## src/rtl/color_scan_arbiter.sv

```systemverilog
// rtl/color_scan_arbiter.sv - round-robin sharing of one color detector with repeated-scan confirmation
module color_scan_arbiter #(
   parameter int NUM_REQ        = 4,
   parameter int CONFIRM_COUNT  = 2,
   parameter int MAX_ATTEMPTS   = 6,
   parameter int TIMEOUT_CYCLES = 1048576
) (
   input  logic               clk,
   input  logic               reset,
   input  logic [NUM_REQ-1:0] req,
   output logic [NUM_REQ-1:0] ack,
   output logic               busy,
   output logic [2:0]         grant_id,
   output logic               start_detection,
   input  logic               detection_complete,
   input  logic [1:0]         detected_color,
   output logic               result_valid,
   output logic [1:0]         result_color,
   output logic               result_error,
   output logic [3:0]         attempts_used
);

   localparam int            IW             = (NUM_REQ > 1) ? $clog2(NUM_REQ) : 1;
   localparam int            TW             = $clog2(TIMEOUT_CYCLES);
   localparam logic [TW-1:0] TIMER_LAST     = TW'(TIMEOUT_CYCLES - 1);
   localparam logic [3:0]    ATTEMPT_LIMIT  = 4'(MAX_ATTEMPTS);
   localparam logic [3:0]    CONFIRM_TARGET = 4'(CONFIRM_COUNT);

   typedef enum logic [2:0] {IDLE, START, WAIT_DONE, EVALUATE, REPORT} stateT;

   stateT         state;
   logic [2:0]    lastGrant;
   logic [2:0]    pickId;
   logic          pickFound;
   logic [3:0]    cand;
   logic [3:0]    matchCount;
   logic [3:0]    evalMatch;
   logic [3:0]    attempts;
   logic [TW-1:0] timer;
   logic [1:0]    prevColor;
   logic [1:0]    curColor;

   // Search upward from the requester after the last one served, wrapping.
   always_comb begin
      pickId    = '0;
      pickFound = 1'b0;
      cand      = '0;
      for (int k = 1; k <= NUM_REQ; k++) begin
         cand = {1'b0, lastGrant} + 4'(k);
         if (cand >= 4'(NUM_REQ)) cand = cand - 4'(NUM_REQ);
         if (!pickFound && req[cand[IW-1:0]]) begin
            pickFound = 1'b1;
            pickId    = cand[2:0];
         end
      end
   end

   always_comb begin
      evalMatch = 4'd1;
      if (matchCount != 4'd0 && curColor == prevColor) evalMatch = matchCount + 4'd1;
   end

   always_ff @(posedge clk or negedge reset) begin
      if (!reset) begin
         state           <= IDLE;
         lastGrant       <= 3'(NUM_REQ - 1);
         grant_id        <= '0;
         matchCount      <= '0;
         attempts        <= '0;
         timer           <= '0;
         prevColor       <= '0;
         curColor        <= '0;
         ack             <= '0;
         busy            <= 1'b0;
         start_detection <= 1'b0;
         result_valid    <= 1'b0;
         result_color    <= '0;
         result_error    <= 1'b0;
         attempts_used   <= '0;
      end else begin
         start_detection <= 1'b0;
         result_valid    <= 1'b0;
         ack             <= '0;
         case (state)
            IDLE: begin
               if (pickFound) begin
                  grant_id        <= pickId;
                  matchCount      <= '0;
                  attempts        <= '0;
                  prevColor       <= '0;
                  busy            <= 1'b1;
                  start_detection <= 1'b1;
                  state           <= START;
               end
            end
            START: begin
               attempts <= attempts + 4'd1;
               timer    <= '0;
               state    <= WAIT_DONE;
            end
            WAIT_DONE: begin
               // A completion on the final timeout cycle still counts as a result.
               if (detection_complete) begin
                  curColor <= detected_color;
                  state    <= EVALUATE;
               end else if (timer == TIMER_LAST) begin
                  if (attempts == ATTEMPT_LIMIT) begin
                     result_valid               <= 1'b1;
                     ack[grant_id[IW-1:0]]      <= 1'b1;
                     result_color               <= prevColor;
                     result_error               <= 1'b1;
                     attempts_used              <= attempts;
                     state                      <= REPORT;
                  end else begin
                     start_detection <= 1'b1;
                     state           <= START;
                  end
               end else begin
                  timer <= timer + TW'(1);
               end
            end
            EVALUATE: begin
               matchCount <= evalMatch;
               prevColor  <= curColor;
               if (evalMatch == CONFIRM_TARGET || attempts == ATTEMPT_LIMIT) begin
                  result_valid          <= 1'b1;
                  ack[grant_id[IW-1:0]] <= 1'b1;
                  result_color          <= curColor;
                  result_error          <= (evalMatch != CONFIRM_TARGET);
                  attempts_used         <= attempts;
                  state                 <= REPORT;
               end else begin
                  start_detection <= 1'b1;
                  state           <= START;
               end
            end
            REPORT: begin
               lastGrant <= grant_id;
               busy      <= 1'b0;
               state     <= IDLE;
            end
            default: state <= IDLE;
         endcase
      end
   end

endmodule

```

## config.mk

```make
export PLATFORM = sky130hd
export DESIGN_NAME = color_scan_arbiter
export DESIGN_NICKNAME = d
export VERILOG_FILES = /design/src/rtl/color_scan_arbiter.sv
export SDC_FILE = /design/constraint.sdc
export NUM_CORES = 1
export LEC_CHECK = 0
export BUFFER_PORTS_ARGS = -buffer_cell sky130_fd_sc_hd__buf_2
export CAP_MARGIN = 10
export CORE_UTILIZATION = 60
export CTS_CLUSTER_DIAMETER = 80
export DETAILED_ROUTE_END_ITERATION = 8
export PLACE_DENSITY = 0.82
export SLEW_MARGIN = 10
export SYNTH_ARGS = -nofsm -noshare
export SYNTH_HDL_FRONTEND = slang
export SYNTH_SLANG_ARGS = --single-unit
```

## constraint.sdc

```tcl
create_clock -name clk -period 3.7 [get_ports clk]
set_clock_uncertainty 0.15 [all_clocks]
set_input_delay 0.185 -clock clk [delete_from_list [all_inputs] [get_ports clk]]
set_output_delay 0.185 -clock clk [all_outputs]
set_load 0.02 [all_outputs]
```

==> summary.md, run 1 <==
| Metric | Value |
|---|---|
| Core area | `4850 µm²` |
| Final #Nets | `365` |
| Synth area leader | `dfrtp_1` |
| Final Util | `70.5%` |
| Post-synth net total | `346` |
| Post-synth ARST share | `100%` |
| Initial core utilization | `64.1%` |
| Reg2reg start | `state[1]` |
| Post-Syn Area | `3110 µm²` |
| Final Max Slew Viols | `0` |
| Via-per-instance ratio | `6.24` |
| Root Driver | `clkbuf_8` |
| Sw frac | `40.1%` |
| # diodes | `0` |
| Post-Synth XOR/XNOR Area | `3.10%` |
| Critical path peak fanout | `10` |
| Status | `complete, no violations` |
| Post-synth top area share | `42.7%` |
| Max Clk Rate | `0.354 GHz` |
| Arr. time, crit path | `2870 ps` |
| I/O pin cnt | `26` |
| Crit. Startpoint | `state[1]` |
| Hold WC Path Type | `in -> reg` |
| Synth unique cells | `61` |
| Largest cells by area after synthesis | `dfrtp_1 43%, nand2_1 3.9%, nor2_1 3.0%` |
| Hold_sp | `detection_complete` |
| Largest family of logic cells by synthesized area | `simple AND/OR/NAND/NOR gates` |
| Clock Power Share | `18.5%` |
| Final ANT Viol Nets | `0` |
| RSZ-0062 raised after global routing | `no` |
| Post-synth top cells | `53 x dfrtp_1, 32 x nand2_1, 25 x nor2_1, 17 x o21ai_0, 16 x clkbuf_1` |
| Setup TNS | `0 ps` |
| EDFF count, synth | `0` |
| DR pass1 iterations | `5` |
| Power per Cell Area | `638 nW/µm²` |
| Largest net degree at the start of global routing | `34` |
| Leak | `0.00148 µW` |
| Via count | `2602` |
| GRT Util Overall | `25.2%` |
| Synth Register Bits | `55` |
| Port bufs | `25` |
| Final Cycle Share | `76.3%` |
| First-pass GRT wire length | `10.7 mm` |
| Synth Area in Simple Gates | `23.6%` |
| Worst Tran Pin Value | `956 ps` |
| Num CTS Buffers | `5` |
| # setup viols final | `0` |
| VDD IR max | `0.428 mV` |
| Synthesized area per cell | `9.42 µm²` |
| Final hold vios | `0` |
| TritonCTS clock tree | `done` |
| Worst slew margin | `35.7%` |
| Routed wire per std cell | `15.3 µm` |
| P&R area growth vs syn | `9.98%` |
| Post-cts resize count | `0` |
| Area of placed instances | `3270 µm²` |
| Clock-pin slew on the worst setup and hold paths | `90 ps` |
| Sequential share of power | `42.5%` |
| Tot Pwr | `2180 µW` |
| Synth warn | `0` |
| Clk sinks | `55` |
| Setup CP Type | `reg -> reg` |
| Layout cells sized above 1 | `16.3%` |
| CTS max path bufs | `2` |
| Pint | `1310 µW` |
| Adder-cell share of the synthesized area | `2.82%` |
| Post-CTS Setup Inserts | `0` |
| Vias in the first global route | `2346` |
| Insertion delay to the later sink of the worst-skew pair | `300 ps` |
| Post-route DRC | `0` |
| Initial DRC Count | `142` |
| Cells after synthesis | `330` |
| GRT overflow | `0` |
| Post-synth top flop | `dfrtp_1` |
| Clock H-tree levels | `2` |
| WL final | `6.36 mm` |
| Routability cong. | `0.840` |
| NetSw | `875 µW` |
| CP endpoint kind | `register` |
| Num rows | `25` |
| Die H | `74.0 µm` |
| Post-Layout Inst Area | `3420 µm²` |
| Compound-Gate Fraction of Synth Area | `16.4%` |
| Die Area | `5470 µm²` |
| Final critical-path required period | `2820 ps` |
| Post-CTS Hold Buffers | `3` |
| Initial antenna violation count | `0` |
| Mux contribution to synthesized area | `5.64%` |
| Max_cap viols | `0` |
| Die Wd | `74.0 µm` |
| Power share of the combinational group | `39.0%` |
| Type of origin of the critical path | `register` |
| DP HPWL | `4.55 mm` |
| Seq/Total Area, Yosys | `44.4%` |
| Critical Path RT | `3740 ps` |
| Count leader, synth | `dfrtp_1` |
registers in the layout (all words and copies together) (netlist names):
name	flops
ack	4
attempts	4
attempts_used	4
busy	1
curColor	2
grant_id	3
lastGrant	3
matchCount	4
prevColor	2
result_color	2
result_error	1
result_valid	1
start_detection	1
state	3
timer	20
area by class of cell:
class                           count  area, µm²
Clock buffer                        6       82.6
Clock inverter                      2       35.0
Fill cell                         369       1430
Inverter                           12       45.0
Multi-Input combinational cell    243       1610
Sequential cell                    55       1380
Tap cell                           67       83.8
Timing Repair Buffer               32        185
worst paths after layout:
check	end	slack, ps	cells after the start
max in group asynchronous	lastGrant[0]	2380	3
setup reg to reg	attempts_used[0]	880	5
hold / removal	state[1]	110	3
setup / recovery	attempts_used[0]	880	5
hold reg to reg	result_error	360	1
min in group asynchronous	matchCount[2]	210	2
worst max-delay path: stages, from the launching register on:
cell	delay (ps)
dfrtp_1	510
or3b_1	480
or3_1	450
or4_4	570
a21boi_4	200
mux2_4	340
cell usage in the layout, fill, tap and decap left out, types with 3 or more instances in the layout:
cell type       n
xnor2_1         9
ha_1            7
dfrtp_1        53
nor3_1         15
or4_1           4
or2_2           3
o21ai_0        17
nor4_1          5
nand2_1        32
nand3b_1        4
nor3b_1         4
mux2_2          6
clkbuf_8        6
mux2_4          3
o22ai_1         5
a2111oi_0       4
a221oi_1        3
inv_1          11
buf_4           4
buf_2          25
and3_1          4
a31oi_1         4
or3_1           5
a21oi_1        11
nand4_1         9
o31ai_1         5
dlygate4sd3_1   3
nor2_1         25
mux2i_1         4
nand3_1        13
nor2b_1         3
a211oi_1        4
layer usage:
metal  vias up  track usage [%]  share of wire (%)
met4         0             8.33                1.0
met5         -                0                  0
met2        76             41.0                 48
met3         6             4.07                4.4
li1       1260                -                  -
met1      1260             34.4                 47
metrics by stage:
step,std cells,hold slack [ps],setup slack (ps)
floorplan,330,-261,1050
global placement,406,29.4,974
detailed placement,406,30.9,896
CTS,417,108,883
global route,417,122,778
finish,417,114,877
kinds of logic (layout without fill, tap and decap cells):
logic type | count (synthesis) | after routing
XOR/XNOR | 11 | 11
flip-flops | 55 | 55
buffers and inverters | 32 | 52
AND/OR/NAND/NOR | 138 | 138
multiplexers | 14 | 14
AO/OA/AOI/OAI | 73 | 73
adder cells (fa/ha/maj) | 7 | 7
power by group through the flow:
stage / sequential (µW) / clock, µW / combinational (µW)
final: 926 / 404 / 850
after global routing: 951 / 438 / 950
after CTS: 924 / 409 / 851
after detailed placement: 935 / 0 / 843
after global placement: 924 / 0 / 824
after floorplan: 906 / 0 / 635
Power figures use the tool's default switching activity.
==> run 2: changes to the inputs <==
==> constraint.sdc (replaced) <==
create_clock -name clk -period 2.9 [get_ports clk]
set_clock_uncertainty 0.15 [all_clocks]
set_input_delay 0.145 -clock clk [delete_from_list [all_inputs] [get_ports clk]]
set_output_delay 0.145 -clock clk [all_outputs]
set_load 0.02 [all_outputs]
==> summary.md, run 2 (synthesized netlist as in run 1, its figures left out) <==
| Metric | Value |
|---|---|
| Status | `complete, no violations (unchanged)` |
| Most frequent cells in the layout | `53 x dfrtp_1, 32 x nand2_1, 25 x nor2_1, 25 x buf_2, 17 x o21ai_0 (unchanged)` |
| Final hold vios | `0 (unchanged)` |
| Worst Tran Pin Value | `802 ps (was 956 ps)` |
| VDD IR max | `0.470 mV (was 0.428 mV)` |
| Via count | `2590 (was 2602)` |
| Post-Place Setup Slack | `324 ps (was 896 ps)` |
| Top reg by flops | `timer (unchanged)` |
| Insertion delay to the later sink of the worst-skew pair | `310 ps (was 300 ps)` |
| Type of origin of the critical path | `register (unchanged)` |
| GRT overflow | `0 (unchanged)` |
| Post-route DRC | `0 (unchanged)` |
| Clock H-tree levels | `2 (unchanged)` |
| Fill count | `380 (was 369)` |
| Final #Nets | `371 (was 365)` |
| CP most frequent cell | `o31ai_1` |
| Clock-pin slew on the worst setup and hold paths | `100 ps (was 90 ps)` |
| Clock Power Share | `18.1% (was 18.5%)` |
| # setup viols final | `0 (unchanged)` |
| Max_cap viols | `0 (unchanged)` |
| Via-per-instance ratio | `6.12 (was 6.24)` |
| First-pass GRT wire length | `11.3 mm (was 10.7 mm)` |
| CP max stage cell | `o31ai_1 (was or4_4)` |
| Initial core utilization | `64.1% (unchanged)` |
| CTS max path bufs | `2 (unchanged)` |
| Critical Path RT | `2950 ps (was 3740 ps)` |
| Tot Pwr | `2790 µW (was 2180 µW)` |
| Arr. time, crit path | `2660 ps (was 2870 ps)` |
| NetSw | `1120 µW (was 875 µW)` |
| TritonCTS clock tree | `done (unchanged)` |
| Vias in the first global route | `2419 (was 2346)` |
| DP HPWL | `4.70 mm (was 4.55 mm)` |
| Clk sinks | `55 (unchanged)` |
| Power per Cell Area | `806 nW/µm² (was 638 nW/µm²)` |
| Flop2flop setup slack | `280 ps (was 880 ps)` |
| GRT Util Overall | `26.6% (was 25.2%)` |
| Core area | `4850 µm² (unchanged)` |
| Routed wire per std cell | `15.3 µm (about the same)` |
| Final Cycle Share | `90.2% (was 76.3%)` |
| Reg2reg start | `matchCount[0] (was state[1])` |
| Critical-path cell list | `ha_1 > nor4bb_1 > o31ai_1 > o31ai_1 > a21boi_4 > mux2_4 (was or3b_1 > or3_1 > or4_4 > a21boi_4 > mux2_4)` |
| Layout Cells excl Fill | `423 (was 417)` |
| Root Driver | `clkbuf_8 (unchanged)` |
| Post-CTS Setup Inserts | `0 (unchanged)` |
| I/O pin cnt | `26 (unchanged)` |
| Setup CP Type | `reg -> reg (unchanged)` |
| Critical path peak fanout | `9 (was 10)` |
| DR pass1 iterations | `4 (was 5)` |
| P&R area growth vs syn | `11.3% (was 9.98%)` |
| CP endpoint kind | `register (unchanged)` |
| Leak | `0.00151 µW (was 0.00148 µW)` |
| Worst slew margin | `46.1% (was 35.7%)` |
| Hold_sp | `detection_complete (unchanged)` |
| Hold WC Path Type | `in -> reg (unchanged)` |
| Initial antenna violation count | `0 (unchanged)` |
| Hold Slack | `33.6 ps (was 114 ps)` |
| Sw frac | `40.1% (about the same)` |
| Final ANT Viol Nets | `0 (unchanged)` |
| Layout cells sized above 1 | `17.7% (was 16.3%)` |
| Power share of the combinational group | `41.8% (was 39.0%)` |
| Setup TNS | `0 ps (unchanged)` |
| Final Max Slew Viols | `0 (unchanged)` |
| Largest net degree at the start of global routing | `32 (was 34)` |
| Initial DRC Count | `146 (was 142)` |
| # diodes | `0 (unchanged)` |
| Placed cell count | `412 (was 406)` |
| RSZ-0062 raised after global routing | `no (unchanged)` |
| Crit. Startpoint | `matchCount[0] (was state[1])` |
| Final critical-path required period | `2620 ps (was 2820 ps)` |
| CP peak stage delay | `630 ps (was 570 ps)` |
| Max FFs per register | `20 (unchanged)` |
| Die Wd | `74.0 µm (unchanged)` |
| Port bufs | `25 (unchanged)` |
| Sequential share of power | `40.2% (was 42.5%)` |
| Most common cell after layout, fill and taps aside | `dfrtp_1 (unchanged)` |
| Die H | `74.0 µm (unchanged)` |
| Pint | `1670 µW (was 1310 µW)` |
| Num rows | `25 (unchanged)` |
| Final Worst Setup Slack | `284 ps (was 877 ps)` |
| Num CTS Buffers | `5 (unchanged)` |
| Routability cong. | `0.887 (was 0.840)` |
| Max Clk Rate | `0.382 GHz (was 0.354 GHz)` |
| WL final | `6.46 mm (was 6.36 mm)` |
| Die Area | `5470 µm² (unchanged)` |
[run 2: worst paths after layout]
| path | endpoint | depth (start not counted) |
|---|---|---|
| worst max-delay path | attempts_used[0] | 6 |
| worst min-delay path | state[1] | 3 |
| worst max register to register | attempts_used[0] | 6 |
| worst min register to register | grant_id[2] | 2 |
| max in group asynchronous | lastGrant[1] | 3 |
| min in group asynchronous | matchCount[1] | 2 |
[run 2: area by class of cell]
type	count	area [µm²]	area share (%)
well taps	67	83.8	2.42
multi-input cells	243	1610	46.5
repair buffers	38	230	6.66
clock buffers	5	68.8	1.99
clock inverters	3	43.8	1.27
flip-flops and latches	55	1380	39.9
inverters	12	45.0	1.30
[run 2: critical path, delay by kind of cell, from the launching register on]
kind,cells,cell delay [ps]
simple gates,1,310
compound gates,3,1010
fa+ha+maj,1,250
mux,1,340
flops,1,440
[run 2: through the flow]
step	util [%]	cell area (µm²)
2_1_floorplan	-	3110
3_3_place_gp	68.4	3320
3_5_place_dp	68.4	3320
4_1_cts	71.3	3460
5_1_grt	71.3	3460
6_report	71.3	3460
[run 2: power by group through the flow]
| stage | sequential (µW) | combinational [µW] | clock, µW |
|---|---|---|---|
| 6_report | 1120 | 1160 | 504 |
| 5_1_grt | 1150 | 1310 | 539 |
| 4_1_cts | 1120 | 1170 | 513 |
| 3_5_place_dp | 1130 | 1160 | 0 |
| 3_3_place_gp | 1120 | 1130 | 0 |
| 2_1_floorplan | 1160 | 810 | 0 |
[run 2: metal layers]
metal / vias up / track usage [%] / share of wire (%)
li1: 1275 / - / -
met1: 1242 / 38.6 / 48
met2: 68 / 41.1 / 47
met3: 5 / 4.61 / 3.8
met4: 0 / 7.91 / 0.91
met5: - / 0 / 0
[run 2: timing repair]
action,in CTS,in global routing
hold buffers,3,0
gates resized for setup,0,0
endpoints found under the hold margin,26,0
endpoints found under the setup margin,0,0
